<file path="config.mk">
export PLATFORM = sky130hd
export DESIGN_NAME = seq_multiplier
export DESIGN_NICKNAME = d
export VERILOG_FILES = /design/src/rtl/seq_multiplier.sv
export SDC_FILE = /design/constraint.sdc
export NUM_CORES = 1
export LEC_CHECK = 0
export BUFFER_PORTS_ARGS = -buffer_cell sky130_fd_sc_hd__buf_2
export CORE_ASPECT_RATIO = 1.75
export CORE_MARGIN = 1.5
export CORE_UTILIZATION = 60
export CTS_BUF_LIST = sky130_fd_sc_hd__clkbuf_4 sky130_fd_sc_hd__clkbuf_8 sky130_fd_sc_hd__clkbuf_16
export DETAILED_ROUTE_END_ITERATION = 12
export PLACE_DENSITY = 0.81
export RECOVER_POWER = 50
export SYNTH_ARGS = -nofsm -noshare
export SYNTH_HDL_FRONTEND = slang
export SYNTH_SLANG_ARGS = --single-unit
</file>
<file path="constraint.sdc">
create_clock -name clk -period 5.55 [get_ports clk]
set_clock_uncertainty 0.2 [all_clocks]
set_input_delay 0.555 -clock clk [delete_from_list [all_inputs] [get_ports clk]]
set_output_delay 0.555 -clock clk [all_outputs]
set_load 0.005 [all_outputs]
</file>
<file path="src/rtl/seq_multiplier.sv">
// seq_multiplier: shift-and-add multiplier, one multiplier bit per cycle.
//
// Ports
//   clk          single clock, rising edge
//   rst          asynchronous active-high reset
//   start        begin a multiplication (accepted only in IDLE)
//   signed_mode  1 = two's-complement operands, 0 = unsigned
//   operand_a    multiplicand, W bits
//   operand_b    multiplier, W bits
//   result       registered 2W-bit product, updated only on entry to FINISH
//   busy         high in RUN and FINISH
//   done         one-cycle pulse in FINISH
//
// Signed operands are reduced to magnitudes at capture and the product is
// negated at the end when the operand signs differ. The magnitude of the most
// negative value fits because the magnitude register is treated as unsigned.
//
// state  | meaning
// IDLE   | waiting for start; result holds last product
// RUN    | W iterations, one multiplier bit per cycle (LSB first)
// FINISH | result valid, done pulse, back to IDLE next edge
module seq_multiplier #(
  parameter int W = 8
) (
  input  logic           clk,
  input  logic           rst,
  input  logic           start,
  input  logic           signed_mode,
  input  logic [W-1:0]   operand_a,
  input  logic [W-1:0]   operand_b,
  output logic [2*W-1:0] result,
  output logic           busy,
  output logic           done
);

  localparam int CW = $clog2(W + 1);

  localparam logic [1:0] S_IDLE   = 2'b00;
  localparam logic [1:0] S_RUN    = 2'b01;
  localparam logic [1:0] S_FINISH = 2'b10;

  logic [1:0]     state_q,  state_d;
  logic [CW-1:0]  cnt_q,    cnt_d;
  logic [2*W-1:0] mcand_q,  mcand_d;
  logic [W-1:0]   mplier_q, mplier_d;
  logic           neg_q,    neg_d;
  logic [2*W-1:0] acc_q,    acc_d;
  logic [2*W-1:0] result_q, result_d;

  logic [W-1:0]   mag_a;
  logic [W-1:0]   mag_b;
  logic [2*W-1:0] sum;

  always_comb begin
    mag_a = (signed_mode && operand_a[W-1]) ? -operand_a : operand_a;
    mag_b = (signed_mode && operand_b[W-1]) ? -operand_b : operand_b;
    sum   = acc_q + (mplier_q[0] ? mcand_q : '0);

    state_d  = state_q;
    cnt_d    = cnt_q;
    mcand_d  = mcand_q;
    mplier_d = mplier_q;
    neg_d    = neg_q;
    acc_d    = acc_q;
    result_d = result_q;

    case (state_q)
      S_IDLE: begin
        if (start) begin
          state_d  = S_RUN;
          mcand_d  = {{W{1'b0}}, mag_a};
          mplier_d = mag_b;
          neg_d    = signed_mode & (operand_a[W-1] ^ operand_b[W-1]);
          acc_d    = '0;
          cnt_d    = CW'(W);
        end
      end
      S_RUN: begin
        acc_d    = sum;
        mcand_d  = {mcand_q[2*W-2:0], 1'b0};
        mplier_d = mplier_q >> 1;
        cnt_d    = cnt_q - CW'(1);
        // Last iteration: publish the finished product in the same edge so the
        // accumulator's partial values never reach result. Negating zero is
        // zero, so a zero product is always +0.
        if (cnt_q == CW'(1)) begin
          state_d  = S_FINISH;
          result_d = neg_q ? -sum : sum;
        end
      end
      S_FINISH: begin
        state_d = S_IDLE;
      end
      default: begin
        state_d = S_IDLE;
      end
    endcase
  end

  always_ff @(posedge clk or posedge rst) begin
    if (rst) begin
      state_q  <= S_IDLE;
      cnt_q    <= '0;
      mcand_q  <= '0;
      mplier_q <= '0;
      neg_q    <= 1'b0;
      acc_q    <= '0;
      result_q <= '0;
    end else begin
      state_q  <= state_d;
      cnt_q    <= cnt_d;
      mcand_q  <= mcand_d;
      mplier_q <= mplier_d;
      neg_q    <= neg_d;
      acc_q    <= acc_d;
      result_q <= result_d;
    end
  end

  assign result = result_q;
  assign busy   = (state_q == S_RUN) || (state_q == S_FINISH);
  assign done   = (state_q == S_FINISH);

endmodule

</file>
# [Word-level counts from Yosys, hierarchy flattened]
# Cells that the tools add are included.
[totals] regBits=63 out_inout_bits=18 elab_cells=43
[classes] n_addsub=5 n_eq_ne=5 muxes=15 n_bitwise=2 reduce_logical=9
[op_table] op="16-bit 2-to-1 mux" n=4
[op_table] op="16-bit one-hot mux with 2 select lines" n=2
[op_table] op="8-bit 2-to-1 mux" n=3
[op_table] op="16-bit adder" n=1
[op_table] op="16-bit negation" n=1
[op_table] op="8-bit negation" n=2
[op_table] op="8-bit one-hot mux with 2 select lines" n=1
[op_table] op="4-bit one-hot mux with 2 select lines" n=1
[op_table] op="2-bit AND reduction" n=4
[op_table] op="4-bit by 1-bit == test with 1-bit output, second input constant" n=1
[op_table] op="2-bit 2-to-1 mux" n=2
[op_table] op="4-bit 2-to-1 mux" n=1
[op_table] op="2-bit inequality test, second input constant" n=2
[op_table] op="2-bit one-hot mux with 2 select lines" n=1
[op_table] op="4-bit by 1-bit subtractor with 4-bit output, second input constant" n=1
[op_table] op="2-bit by 1-bit == test with 1-bit output, second input constant" n=1
[op_table] op="2-bit == test, second input constant" n=1
[op_table] op="1-bit logical AND" n=2
[op_table] op="2-bit zero test" n=1
[op_table] op="2-bit nonzero test" n=1
[op_table] op="1-bit bitwise AND" n=1
[op_table] op="1-bit logical OR" n=1
[op_table] op="1-bit bitwise XOR" n=1

# [Logic depth before layout (Yosys ltp)]
# Gate-level depths: netlist of the first run.
[logic_depth] ltp_word=4 ltp_mapped=13 ltp_nobuf=12

# [Worst setup path before layout of the first run]
# OpenSTA, ideal clock, no wires.
[synth_timing] path_kind="reg-to-reg" startpoint="reg mplier_q[0]" endpoint="reg result_q[15], in the netlist result[15]" arrival_ns=3.551 required_ns=5.274 setup_slack_ns=1.722 stages_incl_launch_ff=14 n_path_buf=1 cell_sequence="dfrtp_1 > clkbuf_1 > and2_1 > ha_1 > fa_1 > a21o_1 > a21oi_1 > xnor2_1 > or3_1 > or3_1 > or4_4 > o41a_1 > xor2_1 > o21ai_1"
[synth_via] elab_chain_cells=4
[synth_lines] element="from (decl)" line="45" source="logic [W-1:0] mplier_q, mplier_d;"
[synth_lines] element="from (signal assigned)" line="113" source="mplier_q <= mplier_d;"
[synth_lines] element="16-bit 2-to-1 mux *" line="57" source="sum = acc_q + (mplier_q[0] ? mcand_q : '0);"
[synth_lines] element="16-bit adder *" line="57"
[synth_lines] element="16-bit negation" line="88" source="result_d = neg_q ? -sum : sum;"
[synth_lines] element="16-bit 2-to-1 mux *" line="88"
[synth_lines] element="to (signal assigned)" line="116" source="result_q <= result_d;"
[synth_lines] element="to (decl)" line="48" source="logic [2*W-1:0] result_q, result_d;"
# Mark *: on every way between the ends. The rest lies on a longest branch, timed or not.
# A chain may end at the register's enable or synchronous reset.

# [Worst setup path after layout of the first run]
# Ends and elaborated chain as after synthesis.

==> reports/metrics.csv, run 1 <==
stage,metric,value,unit
synthesis,ys.flop_type,dfrtp_1,
detailed_routing,drc,0,
critical_path,worstRegToRegCells,12,
detailed_routing,vias_per_cell,5.90,
critical_path,cp-end-kind,flop,
synthesis,synth_cell_types,54,
sta,final_max_slew_viol_count,64,
sta,fmax,244,MHz
cts,cts_root_buf,clkbuf_16,
synthesis,ys.warnings.count,0,
synthesis,syn_nets,499,
cts,hold_buffers,0,
final_layout,syn_to_final_growth,12.8,%
final_layout,multiInputGateArea,2270,µm²
critical_path,r2r-start,mplier_q[0],
synthesis,synthArstFlopShare,1.00,
cts,clkLatencyLatePin,0.33,ns
sta,slew_headroom,-1.13,
worst_hold_path,holdPathStages,2,
synthesis,avgSynthCellArea,8.83,µm²
floorplan,die-height,111,µm
power,vdd_drop_max,0.391,mV
sta,tns,0,ns
detailed_routing,vias,3368,
floorplan,initial_utilization,0.619,
outcome,status,"finished, violations left",
power,p_leak,0.00219,µW
sta,worstMarginPinSlew,3.20,ns
detailed_routing,wire_per_inst,14.9,µm
worst_hold_path,hold_class,reg2reg,
final_layout,nNetsFinal,528,
floorplan,ioPinCount,38,
critical_path,cp.arrival,4.07,ns
placed_design,port_buffers,37,
critical_path,crit_path_start,mplier_q[0],
critical_path,cp_max_fo,17,
floorplan,die_w,64.8,µm
placed_design,globalplace.congestion,0.849,
cts,clockBufferDepth,2,
synthesis,ys_ff_latch,63,
synthesis,postSynthCellCount,455,
sta,rsz0062_at_grt,false,
synthesis,ys_seq_area_frac,0.393,
floorplan,die_area,7210,µm²
cts,clock_sinks,63,
worst_hold_path,worstHoldStart,result[8],
sta,period_minus_slack,4.09,ns
grt,first_global_vias,3437,
grt,grt_max_degree,64,
cts,htreeDepth,3,
critical_path,crit_type,reg2reg,
sta,finalSetupViolations,0,
sta,fin_crit_sh,0.737,
cts,cts_setup_buffers,0,
power,p_per_area,560,nW/µm²
detailed_routing,drt_first_iter_violations,145,
final_layout,num_antenna_cells,0,
synthesis,synth_area,4020,µm²
grt,antenna_found_initial,0,
sta,hold_violations,0,
outcome,violations,"max-capacitance violations, max-slew violations",
critical_path,start_kind,flop,
synthesis,yosysTopAreaCellShare,0.393,
grt,grt_pass1_wl,14.7,mm
cts,cts_buffers,9,
critical_path,worstPathRequired,5.53,ns
flow_run,cap_viol_max_count,1,
cts,tritoncts,built,
synthesis,synth_edf_count,0,
sta,hold_ws,0.268,ns
cts,clk_pin_slew,0.05,ns
grt,gr-total-overflow,0,
final_layout,nFillCells,509,
synthesis,synth_largest_area_cell,dfrtp_1,
detailed_routing,first_pass_iters,4,
detailed_routing,drt-total-wl,8.53,mm
placed_design,detailedPlacementHpwl,6.22,mm
floorplan,core,6490,µm²
final_layout,drive_above_1_share,0.135,
detailed_routing,ant_nets,0,
floorplan,placementRows,39,
cts,ctsResizeCount,0,
final_layout,seqCellArea,1580,µm²
grt,grt_util_all_layers,0.255,
synthesis,synthTopCellsByArea,"dfrtp_1, ha_1, o21ai_0, nand2_1, a21oi_1",
-- where the power goes --
part           switching [µW]  internal, µW  leakage [µW]
clock network             191           387      0.000159
registers                 134           633      0.000834
logic                     721           471       0.00120
-- cell type report --
class / count / share of cell area
Clock buffer: 13 / 0.0605
Clock inverter: 3 / 0.00884
Inverter: 18 / 0.0149
Multi-Input combinational cell: 352 / 0.500
Sequential cell: 63 / 0.348
Tap cell: 82 / 0.0227
Timing Repair Buffer: 40 / 0.0448
-- cells in the final DEF (no fill, tap or decap), types with 3 or more instances in the layout --
cell type  synthesis  final
xor2_1            16     16
a21oi_1           34     34
mux2i_1            4      4
ha_1              23     23
and3_1             5      5
nand3_1            8      8
a22o_1            17     17
and2_1            16     16
nor2_1            17     17
dfrtp_1           63     63
nand2b_1           4      4
xnor2_1           18     18
or3_1              7      7
o31ai_1            6      6
nand3b_1           4      4
clkbuf_16          0      9
buf_2              0     36
a31oi_1            4      4
a21o_1             8      8
nor3_1             7      7
nand2_1           64     64
clkbuf_8           0      3
inv_1             18     18
o21ai_0           55     55
-- state kept, by name (all words and copies together), names as in the netlist --
name      flops
mplier_q      8
mcand_q      16
result       16
acc_q        16
cnt_q         4
state_q       2
neg_q         1
-- worst max-delay path: stages, from the launching register on --
cell and delay [ns]:
dfrtp_1 0.52, and2_1 0.21, ha_1 0.20, fa_1 0.41, a21o_1 0.19, a21oi_1 0.18
xnor2_1 0.16, or3_1 0.39, or3_1 0.38, or4_4 0.45, o41a_1 0.42, xor2_1 0.14
o21ai_1 0.07
-- cells in the mapped netlist, drive strengths merged (8+ instances only) --
cell    count
nand2      64
inv        18
a21o        9
a21oi      35
ha         23
dfrtp      63
clkbuf     18
o21ai      58
xor2       16
xnor2      18
nand3       8
a22o       18
and2       16
nor2       17
-- cell families after synthesis --
kind of cell,count (synthesis),synth area share
xor+xnor,34,0.0741
fa+ha+maj,24,0.0766
compound gates,145,0.225
mux,4,0.00997
buf+inv,40,0.0461
flops,63,0.393
simple gates,145,0.176
-- worst paths after layout --
kind / endpoint / slack (ns)
setup / recovery: result[15] / 1.46
hold / removal: result[8] / 0.27
setup reg to reg: result[15] / 1.46
hold reg to reg: result[8] / 0.27
max in group asynchronous: result[14] / 2.07
min in group asynchronous: mplier_q[2] / 1.24
-- metrics by stage --
stage                     std cells  total power [µW]   util  area, µm²  setup WS (ns)
after floorplan                 455              1680      -       4020           1.72
after global placement          555              1900  0.650       4220           1.56
after detailed placement        555              1960  0.650       4220           1.46
after CTS                       571              2540  0.699       4530           1.45
after global routing            571              2740  0.698       4530           1.25
final                           571              2540  0.698       4530           1.46
-- routing by layer --
metal	vias up	GRT usage	part of all wire
li1	1665	-	-
met1	1604	0.274	0.40
met2	80	0.465	0.54
met3	19	0.0406	0.030
met4	0	0.126	0.028
met5	-	0	0
No activity file was read; power rests on OpenSTA's default activity.
==> run 2: changes to the inputs <==
--- a/config.mk
+++ b/config.mk
@@ -8,10 +8,10 @@
 export BUFFER_PORTS_ARGS = -buffer_cell sky130_fd_sc_hd__buf_2
 export CORE_ASPECT_RATIO = 1.75
 export CORE_MARGIN = 1.5
-export CORE_UTILIZATION = 60
+export CORE_UTILIZATION = 54
 export CTS_BUF_LIST = sky130_fd_sc_hd__clkbuf_4 sky130_fd_sc_hd__clkbuf_8 sky130_fd_sc_hd__clkbuf_16
 export DETAILED_ROUTE_END_ITERATION = 12
-export PLACE_DENSITY = 0.81
+export PLACE_DENSITY = 0.77
 export RECOVER_POWER = 50
 export SYNTH_ARGS = -nofsm -noshare
 export SYNTH_HDL_FRONTEND = slang
==> constraint.sdc (replaced) <==
create_clock -name clk -period 3.5 [get_ports clk]
set_clock_uncertainty 0.2 [all_clocks]
set_input_delay 0.35 -clock clk [delete_from_list [all_inputs] [get_ports clk]]
set_output_delay 0.35 -clock clk [all_outputs]
set_load 0.005 [all_outputs]
==> reports/metrics.csv, run 2 (synthesis gave the netlist of run 1 again) <==
stage,metric,value,unit
floorplan,placementRows,41,
final_layout,final_core_util,0.668,
final_layout,num_antenna_cells,0,
placed_design,detailedPlacementHpwl,6.45,mm
final_layout,syn_to_final_growth,19.5,%
critical_path,worstPathRequired,3.49,ns
cts,cts_buffers,9,
grt,grt_use_met1,0.271,
power,p_leak,0.00229,µW
sta,hold_violations,0,
floorplan,ioPinCount,38,
floorplan,initial_utilization,0.559,
critical_path,cp_max_fo,5,
grt,grt_util_all_layers,0.243,
floorplan,die_area,7980,µm²
grt,first_global_vias,3327,
detailed_routing,wire_per_inst,14.4,µm
worst_hold_path,hold_class,in2reg,
sta,fmax,273,MHz
cts,htreeDepth,3,
detailed_routing,first_pass_iters,4,
sta,fin_ws,-0.169,ns
power,pwr-share-comb,0.524,
final_layout,drive_above_1_share,0.183,
grt,grt_max_degree,40,
floorplan,die_w,68.2,µm
power,p_int,2540,µW
final_layout,nFillCells,582,
critical_path,cp-end-kind,flop,
final_layout,final_cell_area,4800,µm²
detailed_routing,drc,0,
sta,final_max_slew_viol_count,0,
power,vdd_drop_max,1.03,mV
power,p_clk_frac,0.195,
placed_design,globalplace.congestion,0.883,
final_layout,final_common_cell,nand2_1,
sta,hold_ws,0.128,ns
sta,fin_crit_sh,1.05,
critical_path,crit_type,reg2reg,
grt,antenna_found_initial,0,
power,power.share.sequential,0.281,
power,p_sw_frac,0.409,
detailed_routing,ant_nets,0,
placed_design,dpl_cell_area,4450,µm²
cts,clk_pin_slew,0.05,ns
power,power,4300,µW
floorplan,die-height,117,µm
final_layout,final_cell_mix,"nand2_1, dfrtp_1, o21ai_0, a21oi_1, buf_4",
power,p_per_area,895,nW/µm²
cts,clockBufferDepth,2,
cts,clkLatencyLatePin,0.34,ns
cts,clock_sinks,63,
cts,tritoncts,built,
detailed_routing,drt-total-wl,8.66,mm
sta,finalSetupViolations,3,
outcome,status,"finished, violations left",
grt,met3_usage,0.0612,
grt,gr-total-overflow,0,
cts,cts_root_buf,clkbuf_16,
sta,slew_headroom,0.231,
grt,busiest_layer,met2,
grt,grt_pass1_wl,14.7,mm
detailed_routing,vias,3439,
outcome,violations,negative setup slack,
power,netSwitchingPower,1760,µW
final_layout,nNetsFinal,554,
flow_run,cap_viol_max_count,0,
sta,period_minus_slack,3.67,ns
critical_path,cp.arrival,3.66,ns
placed_design,port_buffers,37,
critical_path,start_kind,flop,
detailed_routing,vias_per_cell,5.73,
sta,rsz0062_at_grt,true,
detailed_routing,drt_first_iter_violations,150,
grt,use_met2,0.433,
sta,tns,-0.367,ns
floorplan,core,7180,µm²
sta,worstMarginPinSlew,1.15,ns
==> run 2: final cells by class <==
type / count / area [µm²] / share of cell area
multi-input cells: 352 / 2380 / 0.495
flip-flops and latches: 63 / 1580 / 0.328
repair buffers: 66 / 388 / 0.0808
clock buffers: 12 / 267 / 0.0555
well taps: 86 / 108 / 0.0224
inverters: 18 / 67.6 / 0.0141
clock inverters: 3 / 17.5 / 0.00365
==> run 2: routing by layer <==
| metal | share of wire | wire [µm] | up-vias |
|---|---|---|---|
| met4 | 0.020 | 170 | 0 |
| met3 | 0.033 | 284 | 15 |
| li1 | - | - | 1727 |
| met5 | 0 | 0 | - |
| met1 | 0.41 | 3580 | 1622 |
| met2 | 0.53 | 4620 | 75 |
==> run 2: final timing paths <==
| check | startpoint | end | slack (ns) | cells past startpoint |
|---|---|---|---|---|
| setup / recovery | mplier_q[0] | result[15] | -0.17 | 12 |
| hold / removal | signed_mode | neg_q | 0.13 | 3 |
| setup reg to reg | mplier_q[0] | result[15] | -0.17 | 12 |
| hold reg to reg | result[7] | result[7] | 0.27 | 2 |
| max in group asynchronous | rst | acc_q[0] | 1.07 | 4 |
| min in group asynchronous | rst | mcand_q[12] | 0.66 | 3 |
==> run 2: stage by stage <==
stage          worst slack (ns)  cells
2_1_floorplan            -0.124    455
3_3_place_gp            -0.0641    582
3_5_place_dp             -0.159    582
4_1_cts                  -0.154    599
5_1_grt                  -0.240    600
6_report                 -0.169    600
==> run 2: worst max-delay path: stages, from the launching register on <==
cell and delay (ns):
dfrtp_1 0.40, and2_1 0.15, ha_2 0.18, fa_2 0.36
a21o_1 0.19, a221o_2 0.40, a21o_1 0.21, a21o_2 0.22
xor2_2 0.15, or4_4 0.50, o41a_1 0.34, xor2_1 0.15
o21ai_1 0.08
==> run 2: power groups by stage <==
stage,clock network (µW),logic (µW),registers (µW)
finish,838,2250,1210
global route,894,2520,1250
CTS,857,2220,1210
detailed placement,0,2180,1220
global placement,0,2110,1200
floorplan,0,1570,1160
==> run 2: what timing repair did <==
action,CTS,global route
pin swaps,1,2
resized for setup,2,7
buffers inserted,1,1
hold buffers,1,0
endpoints found under the setup margin,4,7
hold endpoints to repair,30,0
